<file path="src/rtl/obstacle_engine_if.sv">
// Control/status bundle between the game controller, obstacle_engine and the renderer.
// Slot i occupies bits [8i+7:8i] of obs_x/obs_h.
interface obstacle_engine_if #(
  parameter int unsigned NUM_OBS = 4
) ();
  logic                   clear;
  logic                   run;
  logic                   frame_tick;
  logic [2:0]             speed;
  logic [7:0]             dino_y;
  logic [8*NUM_OBS-1:0]   obs_x;
  logic [8*NUM_OBS-1:0]   obs_h;
  logic [NUM_OBS-1:0]     obs_active;
  logic [NUM_OBS-1:0]     obs_air;
  logic                   collision;
  logic [3:0]             pass_count;

  modport master (
    output clear, run, frame_tick, speed, dino_y,
    input  obs_x, obs_h, obs_active, obs_air, collision, pass_count
  );

  modport slave (
    input  clear, run, frame_tick, speed, dino_y,
    output obs_x, obs_h, obs_active, obs_air, collision, pass_count
  );
endinterface

</file>
<file path="src/rtl/obstacle_engine.sv">
// Multi-slot obstacle scroller/spawner with dino overlap detection and pass counting.
// Define OBS_AIR_EN to allow airborne obstacles lifted AIR_LIFT px above the ground line.
module obstacle_engine #(
  parameter int unsigned NUM_OBS    = 4,
  parameter int unsigned SPAWN_X    = 160,
  parameter int unsigned OBS_W      = 12,
  parameter int unsigned MIN_H      = 7,
  parameter int unsigned MAX_H      = 14,
  parameter int unsigned MIN_GAP    = 40,
  parameter int unsigned DINO_L     = 15,
  parameter int unsigned DINO_R     = 25,
  parameter int unsigned DINO_H     = 12,
  parameter int unsigned GROUND_TOP = 105,
  parameter int unsigned AIR_LIFT   = 14,
  parameter logic [15:0] LFSR_SEED  = 16'hACE1
) (
  input logic              clk,
  input logic              reset,
  obstacle_engine_if.slave bus
);

  localparam logic [7:0]  SpawnX    = 8'(SPAWN_X);
  localparam logic [7:0]  MinH      = 8'(MIN_H);
  localparam logic [7:0]  MaxH      = 8'(MAX_H);
  localparam logic [7:0]  MinGap    = 8'(MIN_GAP);
  localparam logic [8:0]  ObsW      = 9'(OBS_W);
  localparam logic [8:0]  DinoL     = 9'(DINO_L);
  localparam logic [7:0]  DinoR     = 8'(DINO_R);
  localparam logic [8:0]  DinoH     = 9'(DINO_H);
  localparam logic [7:0]  GroundTop = 8'(GROUND_TOP);
  localparam logic [7:0]  AirBottom = 8'(GROUND_TOP - AIR_LIFT);
  localparam logic [15:0] LfsrMask  = 16'hB400;

  logic [7:0]         x_q   [NUM_OBS];
  logic [7:0]         x_d   [NUM_OBS];
  logic [7:0]         h_q   [NUM_OBS];
  logic [7:0]         h_d   [NUM_OBS];
  logic [7:0]         slot_top [NUM_OBS];
  logic [7:0]         slot_bot [NUM_OBS];
  logic [NUM_OBS-1:0] active_q, active_d;
  logic [NUM_OBS-1:0] slot_air;
  logic [NUM_OBS-1:0] free_sel;
  logic [7:0]         gap_q, gap_d;
  logic [7:0]         gap_tgt_q, gap_tgt_d;
  logic [15:0]        lfsr_q, lfsr_d;
  logic               collision_q, collision_d;
  logic [3:0]         pass_q, pass_d;
  logic [3:0]         pass_n;
  logic [7:0]         spd;
  logic [7:0]         h_new;
  logic [8:0]         gap_sum;
  logic               advance;
  logic               found;
  logic               spawn;
  logic               hit;

`ifdef OBS_AIR_EN
  logic [NUM_OBS-1:0] air_q, air_d;
  assign slot_air = air_q;
`else
  assign slot_air = '0;
`endif

  assign advance = bus.frame_tick & bus.run & ~collision_q;
  assign spd     = {5'b0, bus.speed};

  // Slot scrolling, retirement, pass counting and spawning.
  always_comb begin
    lfsr_d = {1'b0, lfsr_q[15:1]} ^ (lfsr_q[0] ? LfsrMask : 16'h0000);

    // Free slot chosen from pre-tick occupancy so a slot retiring now stays empty this tick.
    free_sel = '0;
    found    = 1'b0;
    for (int i = 0; i < NUM_OBS; i++) begin
      if (!active_q[i] && !found) begin
        free_sel[i] = 1'b1;
        found       = 1'b1;
      end
    end
    spawn = advance && found && (gap_q >= gap_tgt_q);

    h_new = MinH + {5'b0, lfsr_q[2:0]};
    if (h_new > MaxH) h_new = MaxH;

    active_d = active_q;
    pass_n   = 4'd0;
`ifdef OBS_AIR_EN
    air_d = air_q;
`endif
    for (int i = 0; i < NUM_OBS; i++) begin
      x_d[i] = x_q[i];
      h_d[i] = h_q[i];
      if (advance && active_q[i]) begin
        if (x_q[i] < spd) begin
          active_d[i] = 1'b0;
        end else begin
          x_d[i] = x_q[i] - spd;
        end
        if (({1'b0, x_q[i]} + ObsW > DinoL) &&
            ((x_q[i] < spd) || ({1'b0, x_q[i] - spd} + ObsW <= DinoL))) begin
          pass_n = pass_n + 4'd1;
        end
      end
      if (spawn && free_sel[i]) begin
        x_d[i]      = SpawnX;
        h_d[i]      = h_new;
        active_d[i] = 1'b1;
`ifdef OBS_AIR_EN
        air_d[i] = lfsr_q[8];
`endif
      end
    end

    gap_d     = gap_q;
    gap_tgt_d = gap_tgt_q;
    gap_sum   = {1'b0, gap_q} + {1'b0, spd};
    if (spawn) begin
      gap_d     = 8'd0;
      gap_tgt_d = MinGap + {3'b0, lfsr_q[7:3]};
    end else if (advance) begin
      gap_d = gap_sum[8] ? 8'hFF : gap_sum[7:0];
    end

    pass_d = advance ? pass_n : 4'd0;
  end

  // Overlap test runs every cycle on registered slot state.
  always_comb begin
    hit = 1'b0;
    for (int i = 0; i < NUM_OBS; i++) begin
      slot_bot[i] = slot_air[i] ? AirBottom : GroundTop;
      slot_top[i] = slot_bot[i] - h_q[i];
      if (active_q[i] && (x_q[i] < DinoR) && ({1'b0, x_q[i]} + ObsW > DinoL) &&
          (bus.dino_y < slot_bot[i]) && ({1'b0, bus.dino_y} + DinoH > {1'b0, slot_top[i]})) begin
        hit = 1'b1;
      end
    end
    collision_d = collision_q | hit;
  end

  always_ff @(posedge clk) begin
    if (reset || bus.clear) begin
      for (int i = 0; i < NUM_OBS; i++) begin
        x_q[i] <= SpawnX;
        h_q[i] <= 8'd0;
      end
      active_q    <= '0;
`ifdef OBS_AIR_EN
      air_q       <= '0;
`endif
      gap_q       <= 8'd0;
      gap_tgt_q   <= MinGap;
      lfsr_q      <= LFSR_SEED;
      collision_q <= 1'b0;
      pass_q      <= 4'd0;
    end else begin
      for (int i = 0; i < NUM_OBS; i++) begin
        x_q[i] <= x_d[i];
        h_q[i] <= h_d[i];
      end
      active_q    <= active_d;
`ifdef OBS_AIR_EN
      air_q       <= air_d;
`endif
      gap_q       <= gap_d;
      gap_tgt_q   <= gap_tgt_d;
      lfsr_q      <= lfsr_d;
      collision_q <= collision_d;
      pass_q      <= pass_d;
    end
  end

  always_comb begin
    bus.obs_x = '0;
    bus.obs_h = '0;
    for (int i = 0; i < NUM_OBS; i++) begin
      bus.obs_x[8*i +: 8] = x_q[i];
      bus.obs_h[8*i +: 8] = h_q[i];
    end
  end

  assign bus.obs_active = active_q;
  assign bus.obs_air    = slot_air;
  assign bus.collision  = collision_q;
  assign bus.pass_count = pass_q;

endmodule

</file>
<file path="src/flat_wrapper.sv">
// flat-port wrapper written by rule: the top's interface ports become plain ports
module obstacle_engine_flat 
#(
  parameter int unsigned NUM_OBS    = 4,
  parameter int unsigned SPAWN_X    = 160,
  parameter int unsigned OBS_W      = 12,
  parameter int unsigned MIN_H      = 7,
  parameter int unsigned MAX_H      = 14,
  parameter int unsigned MIN_GAP    = 40,
  parameter int unsigned DINO_L     = 15,
  parameter int unsigned DINO_R     = 25,
  parameter int unsigned DINO_H     = 12,
  parameter int unsigned GROUND_TOP = 105,
  parameter int unsigned AIR_LIFT   = 14,
  parameter logic [15:0] LFSR_SEED  = 16'hACE1
)
  (clk, reset, bus_clear, bus_run, bus_frame_tick, bus_speed, bus_dino_y, bus_obs_x, bus_obs_h, bus_obs_active, bus_obs_air, bus_collision, bus_pass_count);
  obstacle_engine_if #(.NUM_OBS(NUM_OBS)) bus_i ();
  input logic clk;
  input logic reset;
  input wire logic [$bits(bus_i.clear)-1:0] bus_clear;
  input wire logic [$bits(bus_i.run)-1:0] bus_run;
  input wire logic [$bits(bus_i.frame_tick)-1:0] bus_frame_tick;
  input wire logic [$bits(bus_i.speed)-1:0] bus_speed;
  input wire logic [$bits(bus_i.dino_y)-1:0] bus_dino_y;
  output wire logic [$bits(bus_i.obs_x)-1:0] bus_obs_x;
  output wire logic [$bits(bus_i.obs_h)-1:0] bus_obs_h;
  output wire logic [$bits(bus_i.obs_active)-1:0] bus_obs_active;
  output wire logic [$bits(bus_i.obs_air)-1:0] bus_obs_air;
  output wire logic [$bits(bus_i.collision)-1:0] bus_collision;
  output wire logic [$bits(bus_i.pass_count)-1:0] bus_pass_count;
  assign bus_i.clear = bus_clear;
  assign bus_i.run = bus_run;
  assign bus_i.frame_tick = bus_frame_tick;
  assign bus_i.speed = bus_speed;
  assign bus_i.dino_y = bus_dino_y;
  assign bus_obs_x = bus_i.obs_x;
  assign bus_obs_h = bus_i.obs_h;
  assign bus_obs_active = bus_i.obs_active;
  assign bus_obs_air = bus_i.obs_air;
  assign bus_collision = bus_i.collision;
  assign bus_pass_count = bus_i.pass_count;
  obstacle_engine #(.NUM_OBS(NUM_OBS), .SPAWN_X(SPAWN_X), .OBS_W(OBS_W), .MIN_H(MIN_H), .MAX_H(MAX_H), .MIN_GAP(MIN_GAP), .DINO_L(DINO_L), .DINO_R(DINO_R), .DINO_H(DINO_H), .GROUND_TOP(GROUND_TOP), .AIR_LIFT(AIR_LIFT), .LFSR_SEED(LFSR_SEED)) u_core (.clk(clk), .reset(reset), .bus(bus_i));
endmodule
</file>
<file path="config.mk">
export PLATFORM = sky130hd
export DESIGN_NAME = obstacle_engine_flat
export DESIGN_NICKNAME = d
export VERILOG_FILES = /design/src/rtl/obstacle_engine_if.sv /design/src/rtl/obstacle_engine.sv /design/src/flat_wrapper.sv
export SDC_FILE = /design/constraint.sdc
export NUM_CORES = 1
export LEC_CHECK = 0
export BUFFER_PORTS_ARGS = -buffer_cell sky130_fd_sc_hd__buf_2
export CORE_ASPECT_RATIO = 0.75
export CORE_MARGIN = 2
export CORE_UTILIZATION = 40
export DETAILED_ROUTE_END_ITERATION = 10
export SETUP_SLACK_MARGIN = 0.05
export SYNTH_ARGS = -nofsm -noshare
export SYNTH_HDL_FRONTEND = slang
export SYNTH_SLANG_ARGS = --single-unit
</file>
<file path="constraint.sdc">
create_clock -name clk -period 6.63 [get_ports clk]
set_clock_uncertainty 0.1 [all_clocks]
set_input_delay 1.326 -clock clk [delete_from_list [all_inputs] [get_ports clk]]
set_output_delay 1.326 -clock clk [all_outputs]
set_load 0.02 [all_outputs]
</file>
After elaboration in Yosys (flattened, before gate mapping)
Memory sizes are Yosys's and may differ from the RTL's.
Index checks and enable logic that the tools add are counted.
Widths: inputs -> output; s select.
{ "op_classes": {"add_sub_neg": 23, "mul": 0, "n_div": 0, "n_lt_le_gt_ge": 23, "eq_ne": 0, "shifts": 0, "muxes": 61, "bitwise_logic": 14, "reduce_logical": 57} }
{ "ops": {"columns": ["operator", "count"], "rows": [
  ["$mux 8", 26],
  ["$add 8x4->9 const B", 9],
  ["$gt 9x4->1 const B", 4],
  ["$gt 9x8->1", 4],
  ["$le 9x4->1 const B", 4],
  ["$logic_and 1x1->1", 33],
  ["$lt 8x3->1", 4],
  ["$lt 8x5->1 const B", 4],
  ["$sub 7x8->8 const A", 4],
  ["$sub 8x3->8", 4],
  ["$mux 4", 7],
  ["$mux 1", 27],
  ["$mux 16", 1],
  ["$reduce_bool 2->1", 8],
  ["$xor 15x16->16", 1],
  ["$add 4x1->4 const B", 3],
  ["$add 8x3->9", 1],
  ["$or 1x1->1", 9],
  ["$ge 8x8->1", 1],
  ["$gt 8x4->1 const B", 1],
  ["$lt 8x7->1 const B", 1],
  ["$reduce_and 2->1", 4],
  ["$add 6x5->7 const A", 1],
  ["$logic_not 1->1", 5],
  ["other kinds (5)", 12]
]} }
{ "totals": {"register_bits": 41, "latchBits": 0, "ram_bits": 64, "rom_bits": 0, "in_bits": 16, "output_inout_bits": 77, "word_cells": 189, "memories": 2} }
{ "mem_list": {"columns": ["memory", "depth", "width", "read_ports", "rd_clocked_by_memory_dff", "wr", "line_no", "text"], "rows": [
  ["u_core.h_q", 4, 8, 4, 0, 4, "obstacle_engine.sv:36", "logic [7:0] h_q [NUM_OBS];"],
  ["u_core.x_q", 4, 8, 4, 0, 4, "obstacle_engine.sv:34", "logic [7:0] x_q [NUM_OBS];"]
]} }

Longest topological paths before layout
An unclocked memory read counts as a cell.
{ "depth": {"ltp_word": 17, "ltp_mapped": 26, "depth_no_buf": 26} }

Worst setup path before layout
Ideal clock, no wire load.
{ "synth_path": {"path_type": "in2reg", "start": "input port bus_speed[1]", "end": "register u_core.pass_q[1], in the netlist u_core.bus.pass_count[1]", "setup_time_ns": 0.114, "arrival_ns": 5.136, "required_time_ns": 6.416, "setup_slack_ns": 1.279, "stages": 23, "path_buffers": 0, "cell_sequence": "inv_1 -> ha_1 -> a21o_1 -> a21o_1 -> xnor2_1 -> ha_1 -> nor2_1 -> a21oi_1 -> nand2_1 -> nor2_1 -> a22o_1 -> a21oi_1 -> o31a_1 -> nor3_1 -> ha_1 -> nand3_1 -> o21a_1 -> o21ai_4 -> ha_1 -> mux2_2 -> ha_1 -> mux2i_1 -> nor2_1"} }
{ "synth_via": {"elab_chain_cells": 16, "word_cells_on_any_way": 35, "cone_classes": "11 x add/sub; 8 x order compare; 8 x mux; 8 x reduce/logical"} }
{ "synth_lines": {"columns": ["item", "line_no", "text"], "rows": [
  ["from (decl)", "flat_wrapper.sv:24", "input wire logic [$bits(bus_i.speed)-1:0] bus_speed;"],
  ["$sub 8x3->8", "obstacle_engine.sv:100", "((x_q[i] < spd) || ({1'b0, x_q[i] - spd} + ObsW <= DinoL))) begin"],
  ["$add 8x4->9", "obstacle_engine.sv:100", null],
  ["$le 9x4->1", "obstacle_engine.sv:100", null],
  ["$logic_or 1x1->1", "obstacle_engine.sv:100", null],
  ["$logic_and 1x1->1", "obstacle_engine.sv:99", "if (({1'b0, x_q[i]} + ObsW > DinoL) &&"],
  ["$mux 1", "obstacle_engine.sv:99", null],
  ["$mux 4", "obstacle_engine.sv:93", "if (advance && active_q[i]) begin"],
  ["$add 4x1->4", "obstacle_engine.sv:101", "pass_n = pass_n + 4'd1;"],
  ["$mux 4", "obstacle_engine.sv:99", null],
  ["$mux 4", "obstacle_engine.sv:93", null],
  ["$add 4x1->4", "obstacle_engine.sv:101", null],
  ["$mux 4", "obstacle_engine.sv:99", null],
  ["$mux 4", "obstacle_engine.sv:93", null],
  ["$add 4x1->4", "obstacle_engine.sv:101", null],
  ["$mux 4", "obstacle_engine.sv:99", null],
  ["$mux 4 *", "obstacle_engine.sv:93", null],
  ["to (signal assigned)", "obstacle_engine.sv:169", "pass_q <= pass_d;"],
  ["to (decl)", "obstacle_engine.sv:47", "logic [3:0] pass_q, pass_d;"]
]} }
Every way passes the cells marked *; elsewhere a longest branch is shown, timed or not.
A chain may end at the register's enable or synchronous reset.

Final worst setup path
{ "layout_path": {"start": "input port bus_speed[1]", "end": "register u_core.pass_q[2], in the netlist u_core.bus.pass_count[2]"} }
Same word-level chain as after synthesis.

==> results.md <==
- The run finished with clean final reports.
- STA classifies the critical path startpoint as a primary input.
- The post-route non-filler standard cell count is 1014.
- The peak clock frequency supported by timing is 0.181 GHz.
- The type of the worst setup path is primary input to register.
- CTS placed an instance of clkbuf_16 at the clock tree root.
- The highest fanout seen on the critical path is 9.
- The deepest clock path buffer count is 2.
- The weighted congestion at the end of routability-driven global placement is ~0.83.
- Detailed placement ended at an HPWL of 11.6 mm.
- The number of antenna violations at the first check in global routing is 0.
- For this run, the detailed router's first-pass iteration total came to 4.
- The number of synthesis warnings is 0.
- The data arrival time at the worst-slack endpoint is 5690 ps.
- In this run the static leakage power is between 2 and 3 nW.
- The first global-routing pass estimated 24.7 mm of wire.
- The DRC violation count after routing is 0.
- The number of hold buffers added after CTS is 0.
- At the pin with the least slew margin, the transition time is around 910 ps.
- Among the stages of the critical path, the cell type that occurs most often is ha_1.
- VDD sags by at most 0.112 mV.
- The number of clock buffers added by TritonCTS is 9.
- The number of max-slew violations in the final report was 0.
- The initial core utilization is 41.2%.
- The worst register-to-register path has a depth of 23.
- The sink count of the clock tree is 88.
- Setup violations remaining at the end of the flow were counted as 0.
- The boundary pin count is 93.
- The total number of nets in the final design is slightly above 900.
- The design draws 1.18 mW.
- The number of synthesized register bits is 88.
- The prevailing post-synth register cell is dfxtp_1.
- The final critical delay including setup and external delays is 5540 ps.
- Adding up every negative setup slack in the final design gives 0 ps.
- Yosys mapped a number of flops with a built-in enable equal to 0.
- The die is 113 µm tall.
- Setup repair after global routing left no endpoint under its margin.
- Yosys attributes the largest share of cell area to dfxtp_1 (28%), ha_1 (17%), nor2_1 (4.9%), inv_1 (3.6%), xnor2_1 (3.5%).
- The critical path crosses 26 cells after its start point.
- The share of the Yosys chip area taken by registers is 27.8%.
- The global-route congestion overflow total is 0.
- The critical path buffer and inverter count is 3.
- The final worst-path setup slack is 1090 ps.
- After detailed routing, the average wire length per cell comes to 14.8 µm.
- Counting distinct cell types in the post-synthesis netlist gives 74.
- The number of antenna diodes in the final layout is 0.
- The cell family contributing the most delay on the critical path is adder cells.
- The hold violation total from the final report is 0.
- Clock-pin slew was measured on the worst setup and hold paths at 70 ps.
- Dividing the synthesized area by the synthesized cell count gives 8.54 µm².
- In this run the tool buffered the top-level ports with 72 buffer cells.
- In this design, the stage delay of the slowest critical-path cell is 360 ps.
- After technology mapping, the gate count stands at around 740.
- Of the cells placed in the final design, the portion with a size suffix greater than 1 is 14.3%.
- The core footprint is 15400 µm².
- The number of instances resized during post-cts repair is 0.
- Entering global routing, the biggest net connects 25 pins.
- Once placement completed, the tool counted placed cells totaling between 900 and 1000.
- The number of global-route vias before repair is 4640.
- In the synthesized netlist the async set-or-reset flop fraction comes to 0%.
- After detailed routing, the total wire length is roughly 15 mm.
- The tightest slew margin relative to the limit is 38.6%.
- The detail route stage leaves a number of antenna-violating nets equal to 0.
- The cell area that synthesis handed to floorplanning was 6340 µm².
- The worst hold path belongs to the class register to register.
- STA puts the critical path data required time at 6780 ps.
- The via density per instance is 5.15.
- The number of DRC violations after detailed-routing iteration 0 is 277.
- The synthesis-to-finish area growth is 11.3%.
- TritonCTS built the clock tree.
- dfxtp_1 takes more of the synthesized area than any other cell.
- The level count of the clock H-tree is 3.
- The cell at the slowest stage of the critical path is inv_1.
- The die covers 16900 µm².
- The area share of the leading cell type in the synthesized netlist is 27.8%.
- The post-place setup slack is 746 ps.
- Once the clock tree was built, the setup fixing pass inserted 0 buffers.
- The width of the chip is 149 µm.
- For this design the ratio of total power to cell area is 167 nW/µm².
- Across the run, the number of max-cap violations was 0.
- The global-route usage over all layers is a little under a fifth.
- In this run the core area contains 39 standard-cell rows.
- The later-pin clock latency in the skew report is 350 ps.
- After layout, the worst path uses a little over four fifths of the clock period.
- The worst setup path is captured at a register.
- The total vias in the final route is 5226.
- The number of cells on the worst hold path is 1.
## layout make-up
cell class	instances	area (µm²)
inverters	61	229
fillers	1531	8320
repair buffers	74	375
well taps	205	256
multi-input cells	570	4130
clock buffers	10	229
clock inverters	6	68.8
flip-flops and latches	88	1760
## worst register-to-register path, stage by stage, from the launching register on
cell and delay (ps):
dfxtp_1 340, inv_1 110, ha_1 180, inv_1 60, fa_1 450, xnor2_1 410, ha_1 300, nor2b_1 140
o21ai_0 90, o21ai_0 160, nor2_1 80, o21ai_0 150, nor3b_1 250, ha_1 270, nand3_1 120, o21a_1 190
o21ai_4 90, ha_1 290, mux2_2 280, ha_1 200, inv_1 50, nor2_1 40, xor2_1 150, nor2_1 60
## state kept, by name, indices dropped and copies added (netlist names)
signal                 count
u_core.bus.pass_count      4
u_core.gap_q               8
u_core.bus.collision       1
u_core.x_q                32
u_core.gap_tgt_q           7
u_core.lfsr_q             16
u_core.h_q                16
u_core.bus.obs_active      4
## synthesized netlist by cell type, drive strengths merged, types with 4 or more instances
| master | number |
|---|---|
| ha | 85 |
| nor2b | 21 |
| a211o | 5 |
| o22ai | 6 |
| a21oi | 38 |
| a211oi | 23 |
| xnor2 | 27 |
| nand3 | 15 |
| a21o | 9 |
| inv | 61 |
| xor2 | 7 |
| nor2 | 83 |
| nand2b | 8 |
| and3 | 4 |
| o21ai | 28 |
| nand4 | 7 |
| nor4b | 5 |
| and2 | 13 |
| mux2i | 18 |
| nand2 | 43 |
| nor3 | 26 |
| nor4 | 5 |
| fa | 5 |
| clkbuf | 16 |
| o21a | 9 |
| buf | 26 |
| o31ai | 4 |
| or3 | 10 |
| dfxtp | 88 |
## report_power, final
group / total, mW / leakage [nW] / switching (mW) / internal [mW]
combinational: 0.119 / 2.11 / 0.0764 / 0.0428
clock: 0.526 / 0.143 / 0.231 / 0.294
sequential: 0.535 / 0.712 / 0.00249 / 0.533
total: 1.18 / 2.97 / 0.310 / 0.870
## cell usage in the layout (no fill, tap or decap), drive strengths merged, types with 10 or more instances in the layout
cell / instances
nand3: 15
nor2b: 21
nor2: 83
xnor2: 27
ha: 85
and2: 13
buf: 74
a211oi: 23
nand2: 43
dfxtp: 88
o21ai: 28
mux2i: 18
inv: 62
clkbuf: 10
nor3: 26
conb: 20
a21oi: 38
or3: 10
## cell families after synthesis
family	Yosys count	synth area share [%]
multiplexers	19	3.02
AND/OR/NAND/NOR	255	20.6
adder cells (fa/ha/maj)	90	18.4
buffers and inverters	103	8.15
other	1	0.0592
AO/OA/AOI/OAI	152	17.1
XOR/XNOR	34	4.94
flip-flops	88	27.8
## stage by stage
stage | utilization, % | hold slack [ps] | area, µm²
after floorplan | - | 284 | 6410
after global placement | 43.9 | 290 | 6760
after detailed placement | 43.9 | 292 | 6760
after CTS | 45.9 | 308 | 7050
after global routing | 45.9 | 317 | 7050
final | 45.9 | 306 | 7050
## final timing paths
kind	startpoint	endpoint	slack [ps]
worst min register to register	u_core.lfsr_q[12]	u_core.lfsr_q[11]	310
worst max-delay path	bus_speed[1]	u_core.bus.pass_count[2]	1090
worst max register to register	u_core.x_q[0][0]	u_core.bus.pass_count[2]	1990
worst min-delay path	u_core.lfsr_q[12]	u_core.lfsr_q[11]	310
## routing by layer
layer | global-route usage, % | part of all wire (%) | vias to the layer above
li1 | - | - | 2714
met1 | 29.5 | 55 | 2387
met2 | 24.7 | 39 | 120
met3 | 4.40 | 5.4 | 5
met4 | 3.05 | 0.15 | 0
met5 | 0 | 0 | -
Note: power is estimated with default switching activity, not from simulation.
